--- src/rtl/operand_fetch.sv ---
// operand_fetch
//   Operand-collect stage sitting between instruction decode and execute.
//   The register file has a single read port, so rs1 and rs2 are read in
//   consecutive cycles (RD1 then RD2) through rf_rsel. The captured operands
//   and the decode control payload are held and presented to execute with a
//   valid/ready handshake.
//
//   Build option: define OPFETCH_FWD_EN to add a write-back bypass
//   (wb_we/wb_wa/wb_wd). With the bypass, a write-back that lands on the
//   same edge as the operand capture, to the register being read, is
//   captured in place of the register-file data, which is one cycle stale
//   at that point. Writes to x0 are never bypassed. Without the option the
//   stage captures the register-file contents as they are before that edge.
//
// Ports
//   clk, rst_n        clock, asynchronous active-low reset
//   in_*              decoded instruction from decode (valid/ready)
//   rf_ra1, rf_ra2    register-file read addresses (latched rs1/rs2)
//   rf_rsel           register-file port select, 0 = ra1, 1 = ra2
//   rf_rd             register-file read data (combinational)
//   wb_*              write-back bypass (OPFETCH_FWD_EN only)
//   out_*             operands and control to execute (valid/ready)
//
// State | meaning
//   IDLE  | empty, ready to accept an instruction
//   RD1   | rf_rsel = 0, capture rs1 value into out_op1
//   RD2   | rf_rsel = 1, capture rs2 value into out_op2
//   HOLD  | out_valid = 1, operands frozen until execute takes them

module operand_fetch #(
  parameter int XLEN    = 32,
  parameter int RADDR_W = 5,
  parameter int CTRL_W  = 16
) (
  input  logic               clk,
  input  logic               rst_n,

  input  logic               in_valid,
  output logic               in_ready,
  input  logic [RADDR_W-1:0] in_rs1,
  input  logic [RADDR_W-1:0] in_rs2,
  input  logic               in_need_rs2,
  input  logic [CTRL_W-1:0]  in_ctrl,

  output logic [RADDR_W-1:0] rf_ra1,
  output logic [RADDR_W-1:0] rf_ra2,
  output logic               rf_rsel,
  input  logic [XLEN-1:0]    rf_rd,

`ifdef OPFETCH_FWD_EN
  input  logic               wb_we,
  input  logic [RADDR_W-1:0] wb_wa,
  input  logic [XLEN-1:0]    wb_wd,
`endif

  output logic               out_valid,
  input  logic               out_ready,
  output logic [XLEN-1:0]    out_op1,
  output logic [XLEN-1:0]    out_op2,
  output logic [CTRL_W-1:0]  out_ctrl
);

  typedef enum logic [1:0] {
    S_IDLE = 2'd0,
    S_RD1  = 2'd1,
    S_RD2  = 2'd2,
    S_HOLD = 2'd3
  } state_e;

  state_e               state_q,    state_d;
  logic [RADDR_W-1:0]   rs1_q,      rs1_d;
  logic [RADDR_W-1:0]   rs2_q,      rs2_d;
  logic                 need_rs2_q, need_rs2_d;
  logic [CTRL_W-1:0]    ctrl_q,     ctrl_d;
  logic [XLEN-1:0]      op1_q,      op1_d;
  logic [XLEN-1:0]      op2_q,      op2_d;
  logic                 valid_q,    valid_d;
  logic                 rsel_q,     rsel_d;

  logic                 accept;
  logic [XLEN-1:0]      capture_data;

  // In HOLD the slot frees up on the same edge that execute takes the
  // operands, so a waiting instruction is accepted with no bubble.
  assign in_ready = (state_q == S_IDLE) | ((state_q == S_HOLD) & out_ready);
  assign accept   = in_valid & in_ready;

`ifdef OPFETCH_FWD_EN
  logic [RADDR_W-1:0]   read_idx;
  logic                 fwd_hit;

  assign read_idx     = (state_q == S_RD2) ? rs2_q : rs1_q;
  assign fwd_hit      = wb_we & (wb_wa != '0) & (wb_wa == read_idx);
  assign capture_data = fwd_hit ? wb_wd : rf_rd;
`else
  assign capture_data = rf_rd;
`endif

  always_comb begin
    state_d    = state_q;
    rs1_d      = rs1_q;
    rs2_d      = rs2_q;
    need_rs2_d = need_rs2_q;
    ctrl_d     = ctrl_q;
    op1_d      = op1_q;
    op2_d      = op2_q;
    valid_d    = valid_q;
    rsel_d     = 1'b0;

    // Instruction fields are latched on any handshake, from IDLE or HOLD.
    if (accept) begin
      rs1_d      = in_rs1;
      rs2_d      = in_rs2;
      need_rs2_d = in_need_rs2;
      ctrl_d     = in_ctrl;
    end

    case (state_q)
      S_IDLE: begin
        if (accept) begin
          state_d = S_RD1;
        end
      end

      S_RD1: begin
        op1_d = capture_data;
        if (need_rs2_q) begin
          state_d = S_RD2;
          rsel_d  = 1'b1;
        end else begin
          // Single-source instructions present a zero second operand.
          state_d = S_HOLD;
          op2_d   = '0;
          valid_d = 1'b1;
        end
      end

      S_RD2: begin
        op2_d   = capture_data;
        state_d = S_HOLD;
        valid_d = 1'b1;
      end

      S_HOLD: begin
        if (out_ready) begin
          valid_d = 1'b0;
          state_d = accept ? S_RD1 : S_IDLE;
        end
      end

      default: begin
        state_d = S_IDLE;
        valid_d = 1'b0;
      end
    endcase
  end

  always_ff @(posedge clk or negedge rst_n) begin
    if (!rst_n) begin
      state_q    <= S_IDLE;
      rs1_q      <= '0;
      rs2_q      <= '0;
      need_rs2_q <= 1'b0;
      ctrl_q     <= '0;
      op1_q      <= '0;
      op2_q      <= '0;
      valid_q    <= 1'b0;
      rsel_q     <= 1'b0;
    end else begin
      state_q    <= state_d;
      rs1_q      <= rs1_d;
      rs2_q      <= rs2_d;
      need_rs2_q <= need_rs2_d;
      ctrl_q     <= ctrl_d;
      op1_q      <= op1_d;
      op2_q      <= op2_d;
      valid_q    <= valid_d;
      rsel_q     <= rsel_d;
    end
  end

  assign rf_ra1    = rs1_q;
  assign rf_ra2    = rs2_q;
  assign rf_rsel   = rsel_q;
  assign out_valid = valid_q;
  assign out_op1   = op1_q;
  assign out_op2   = op2_q;
  assign out_ctrl  = ctrl_q;

endmodule

--- config.mk ---
export PLATFORM = sky130hd
export DESIGN_NAME = operand_fetch
export DESIGN_NICKNAME = d
export VERILOG_FILES = /design/src/rtl/operand_fetch.sv
export SDC_FILE = /design/constraint.sdc
export NUM_CORES = 1
export LEC_CHECK = 0
export ABC_CLOCK_PERIOD_IN_PS = 1890
export BUFFER_PORTS_ARGS = -buffer_cell sky130_fd_sc_hd__buf_2
export CAP_MARGIN = 5
export CORE_MARGIN = 2
export CORE_UTILIZATION = 35
export CTS_CLUSTER_DIAMETER = 40
export DETAILED_ROUTE_END_ITERATION = 16
export GPL_TIMING_DRIVEN = 0
export HOLD_SLACK_MARGIN = 0.02
export PLACE_DENSITY = 0.65
export SLEW_MARGIN = 15
export SYNTH_ARGS = -nofsm -noshare
export SYNTH_HDL_FRONTEND = slang
export SYNTH_SLANG_ARGS = --single-unit
export TNS_END_PERCENT = 30
--- constraint.sdc ---
create_clock -name clk -period 1.89 [get_ports clk]
set_input_delay 0.0945 -clock clk [delete_from_list [all_inputs] [get_ports clk]]
set_output_delay 0.0945 -clock clk [all_outputs]
set_load 0.02 [all_outputs]
# Word-level counts from Yosys, hierarchy flattened
# Cells that the tools add are included.
# classes
n_eq_ne,6
n_reduce_logical,6
mux,12
bitwise_logic,3
# op_table
op,count
32-bit one-hot mux with 2 select lines,1
32-bit two-way mux,1
2-bit one-hot mux with 4 select lines,1
1-bit two-way mux,6
2-bit != test (second input constant),3
2-bit == test (second input constant),2
2-bit two-way mux,2
2-bit AND reduction,2
1-bit one-hot mux with 3 select lines,1
3-bit AND reduction,1
3-bit nonzero test,1
1-bit bitwise AND,2
2-bit by 1-bit == test with 1-bit output (second input constant),1
2-bit zero test,1
2-bit nonzero test,1
1-bit bitwise OR,1
# word_totals
output_inout_bits,93
elab_cells,36
inputBits,63
register_bits,95

# Longest topological paths before layout
# depth
ltp_word,7
depth_mapped,8
mapped_depth_nobuf,5

# Least setup slack after synthesis
# No wires, ideal clock.
# synth_path
path_kind,reg-to-reg
startpoint,reg state_q[0]
endpoint,reg need_rs2_q
synth_period_minus_slack_ns,1.568
n_path_buf,1
path_slack_ns,0.322
stages_incl_launch_ff,7
arrival_ns,1.443
t_required_ns,1.765
cell_sequence,dfrtp_1 -> inv_1 -> ha_1 -> a21o_4 -> nand2_4 -> buf_12 -> mux2_4
# synth_between
elab_chain_cells,4
# synth_rtl
element,line_no,rtl
"start, declared",70,"state_e state_q, state_d;"
"start signal, assigned",170,state_q <= state_d;
2-bit == test,85,assign in_ready = (state_q == S_IDLE) | ((state_q == S_HOLD) & out_ready);
1-bit bitwise AND,85,
1-bit bitwise OR (*),85,
net in_ready,39,"output logic in_ready,"
1-bit bitwise AND (*),86,assign accept = in_valid & in_ready;
"end signal, assigned",173,need_rs2_q <= need_rs2_d;
"end, declared",73,"logic need_rs2_q, need_rs2_d;"
# The timed path passes the listed nets; every way through them passes the cells marked *.
# A chain may end at the register's enable or synchronous reset.

# Worst setup path in the final report
# layout_path
startpoint,reg state_q[0]
endpoint,reg rs2_q[1] (netlist: rf_ra2[1])
# layout_between
elab_chain_cells,4
# layout_rtl
element,line_no,rtl
2-bit == test,85,
1-bit bitwise AND,85,
1-bit bitwise OR (*),85,
1-bit bitwise AND (*),86,
"end signal, assigned",172,rs2_q <= rs2_d;
"end, declared",72,"logic [RADDR_W-1:0] rs2_q, rs2_d;"
# Every way passes the cells marked *; elsewhere a longest branch is shown, timed or not.

==> impl_metrics.ini <==
[outcome]
status = finished, final reports clean

[worst_setup_path]
start_kind = flop
crit_buf_inv = 2
path_class = reg -> reg
crit_arrival_ns = 1.90
crit_fanout = 10
worstPathRequired_ns = 2.12
end_kind = flop
worst_path_max_delay_cell = dfrtp_1
slowest_delay_ns = 0.39
cp_cell_sequence = inv_1 > ha_1 > a21o_4 > nand2_4 > buf_12 > mux2_4
cpLargestDelayFamily = flip-flops

[yosys]
ys_seq_area_frac = 0.636
ys_ff_latch = 95
synth.distinct_cells = 21
netlist_area_mm2 = 0.00374
synth_area_per_cell_um2 = 16.8
synthCells = 222
syn_nets = 290
ys.warnings.count = 0

[clocking]
cts_root_buf = clkbuf_8
numClockSinks = 95
path_clk_slew_ns = 0.08
clk_path_buf_depth = 2
cts_inserted_buffers = 9
post_cts_resized = 0
htreeDepth = 3
cts_tree = yes
cts_hold_buf = 60
clk_latency_ns = 0.35
post_cts_buffers = 0

[place]
place.gp.congestion = 0.705
placed_cell_area_mm2 = 0.00471
port_buffers = 155
hpwl_mm = 5.83
dp_cells = 514

[cells_and_area]
synthToLayoutAreaGrowth_pct = 47.1
fin_nets = 517
finalInstanceArea_mm2 = 0.00549
nFillCells = 884
fin_cells = 590
utilization = 0.532
n_antenna_cell = 0
drive_gt1_frac = 0.553

[global_routing]
grt_max_degree = 54
gr-usage-all-layers = 0.157
grt_pass1_vias = 2801
overflow = 0
antenna_found_initial = 0
grt_first_pass_wirelength_mm = 14.1

[floorplan]
ios = 156
die_x_um = 107
dieArea_mm2 = 0.0115
core-area_mm2 = 0.0103
dieHeight_um = 107
num_rows = 37
floorplan.initialDensity = 0.362

[timing]
clock_skew_ns = 0.0132
layout_min_cycle_time_ns = 1.66
slew_headroom = 0.618
setup_viol = 0
fin_tns_setup_ns = 0
finalMaxSlewViolations = 0
clock.fmax_mhz = 601
tightest_slew_ns = 0.573
rsz0062_at_grt = no
fin_crit_sh = 0.880
finalHoldViolations = 0

[power_and_ir_drop]
power_density_mw_per_mm2 = 1780
peakVddDrop_mv = 0.666
leakagePower_uw = 0.00278

[drt]
drt_iter0_drc = 100
via_per_inst = 4.58
drtAntennaViolNets = 0
routed_wl_mm = 8.80
wire_per_inst_um = 14.9
vias = 2701
first_pass_iters = 4
route.detailed.drc = 0

[min_path]
hp-class = in -> reg

[run]
maxCapViolCount = 0
==> power by group <==
group	internal (uW)	switching, uW
logic	2350	2690
clock network	517	721
registers	3010	512
total	5870	3920
==> layer usage <==
layer	wire [um]	global-route usage
met5	0	0
met4	99	0.0649
met3	587	0.0327
met2	4250	0.255
met1	3860	0.204
==> through the flow <==
step           setup WS (ns)  hold slack [ns]  total power [uW]
5_1_grt                0.135           0.0653             10400
3_5_place_dp           0.207            0.131              8540
3_3_place_gp          -0.192            0.324              8400
4_1_cts                0.198           0.0540              9920
2_1_floorplan          0.322           -0.201              6960
6_report               0.227           0.0758              9800
==> cell families after synthesis <==
kind of cell / synth area share
flip-flops: 0.636
AND/OR/NAND/NOR: 0.0124
multiplexers: 0.204
buffers and inverters: 0.0399
adder cells (fa/ha/maj): 0.0167
AO/OA/AOI/OAI: 0.0911
==> cell usage in the layout, fill, tap and decap left out, types with 5 or more instances in the layout <==
master           n
buf_2          157
dfrtp_1         95
dlygate4sd3_1   60
mux2_2          40
a22o_1          33
mux2_4          20
clkbuf_8        10
inv_1            5
buf_4            5
ha_1             5
==> path summary, 6_finish.rpt <==
path / from / to / slack (ns) / depth (start not counted)
max in group asynchronous: rst_n / out_op2[2] / 0.95 / 3
hold reg to reg: out_op2[30] / out_op2[30] / 0.50 / 1
setup reg to reg: state_q[0] / rf_ra2[1] / 0.23 / 6
setup / recovery: state_q[0] / rf_ra2[1] / 0.23 / 6
hold / removal: out_ready / out_valid / 0.08 / 3
min in group asynchronous: rst_n / out_op2[12] / 0.27 / 2
==> cell type report <==
type                    count  area [um^2]  share of cell area
flip-flops and latches     95         2380               0.433
clock inverters             6         43.8             0.00797
clock buffers              10          138              0.0251
well taps                 136          170              0.0310
multi-input cells         109         1210               0.220
plain buffers              13          130              0.0237
inverters                   5         18.8             0.00342
repair buffers            216         1410               0.256
==> flip-flops by register name, indices dropped and copies added (netlist names) <==
register,flops
state_q,2
rf_ra2,5
need_rs2_q,1
rf_ra1,5
out_valid,1
out_op2,32
out_op1,32
out_ctrl,16
rf_rsel,1
==> tightest hold or removal path, stage by stage <==
cell	delay [ns]
buf_2	0.12
nand2_1	0.06
a22o_1	0.12
==> cells in the mapped netlist, drive strengths merged <==
cell     instances  area share
a2111oi          1      0.0023
a21o             1      0.0040
a21oi            2      0.0057
a22o            33       0.077
and2             1      0.0023
buf             13       0.035
dfrtp           95        0.64
ha               5       0.017
inv              5      0.0050
mux2            60        0.20
mux2i            1      0.0027
nand2            2      0.0040
nor2b            2      0.0060
o22ai            1      0.0017
(Power assumes the default switching activity.)
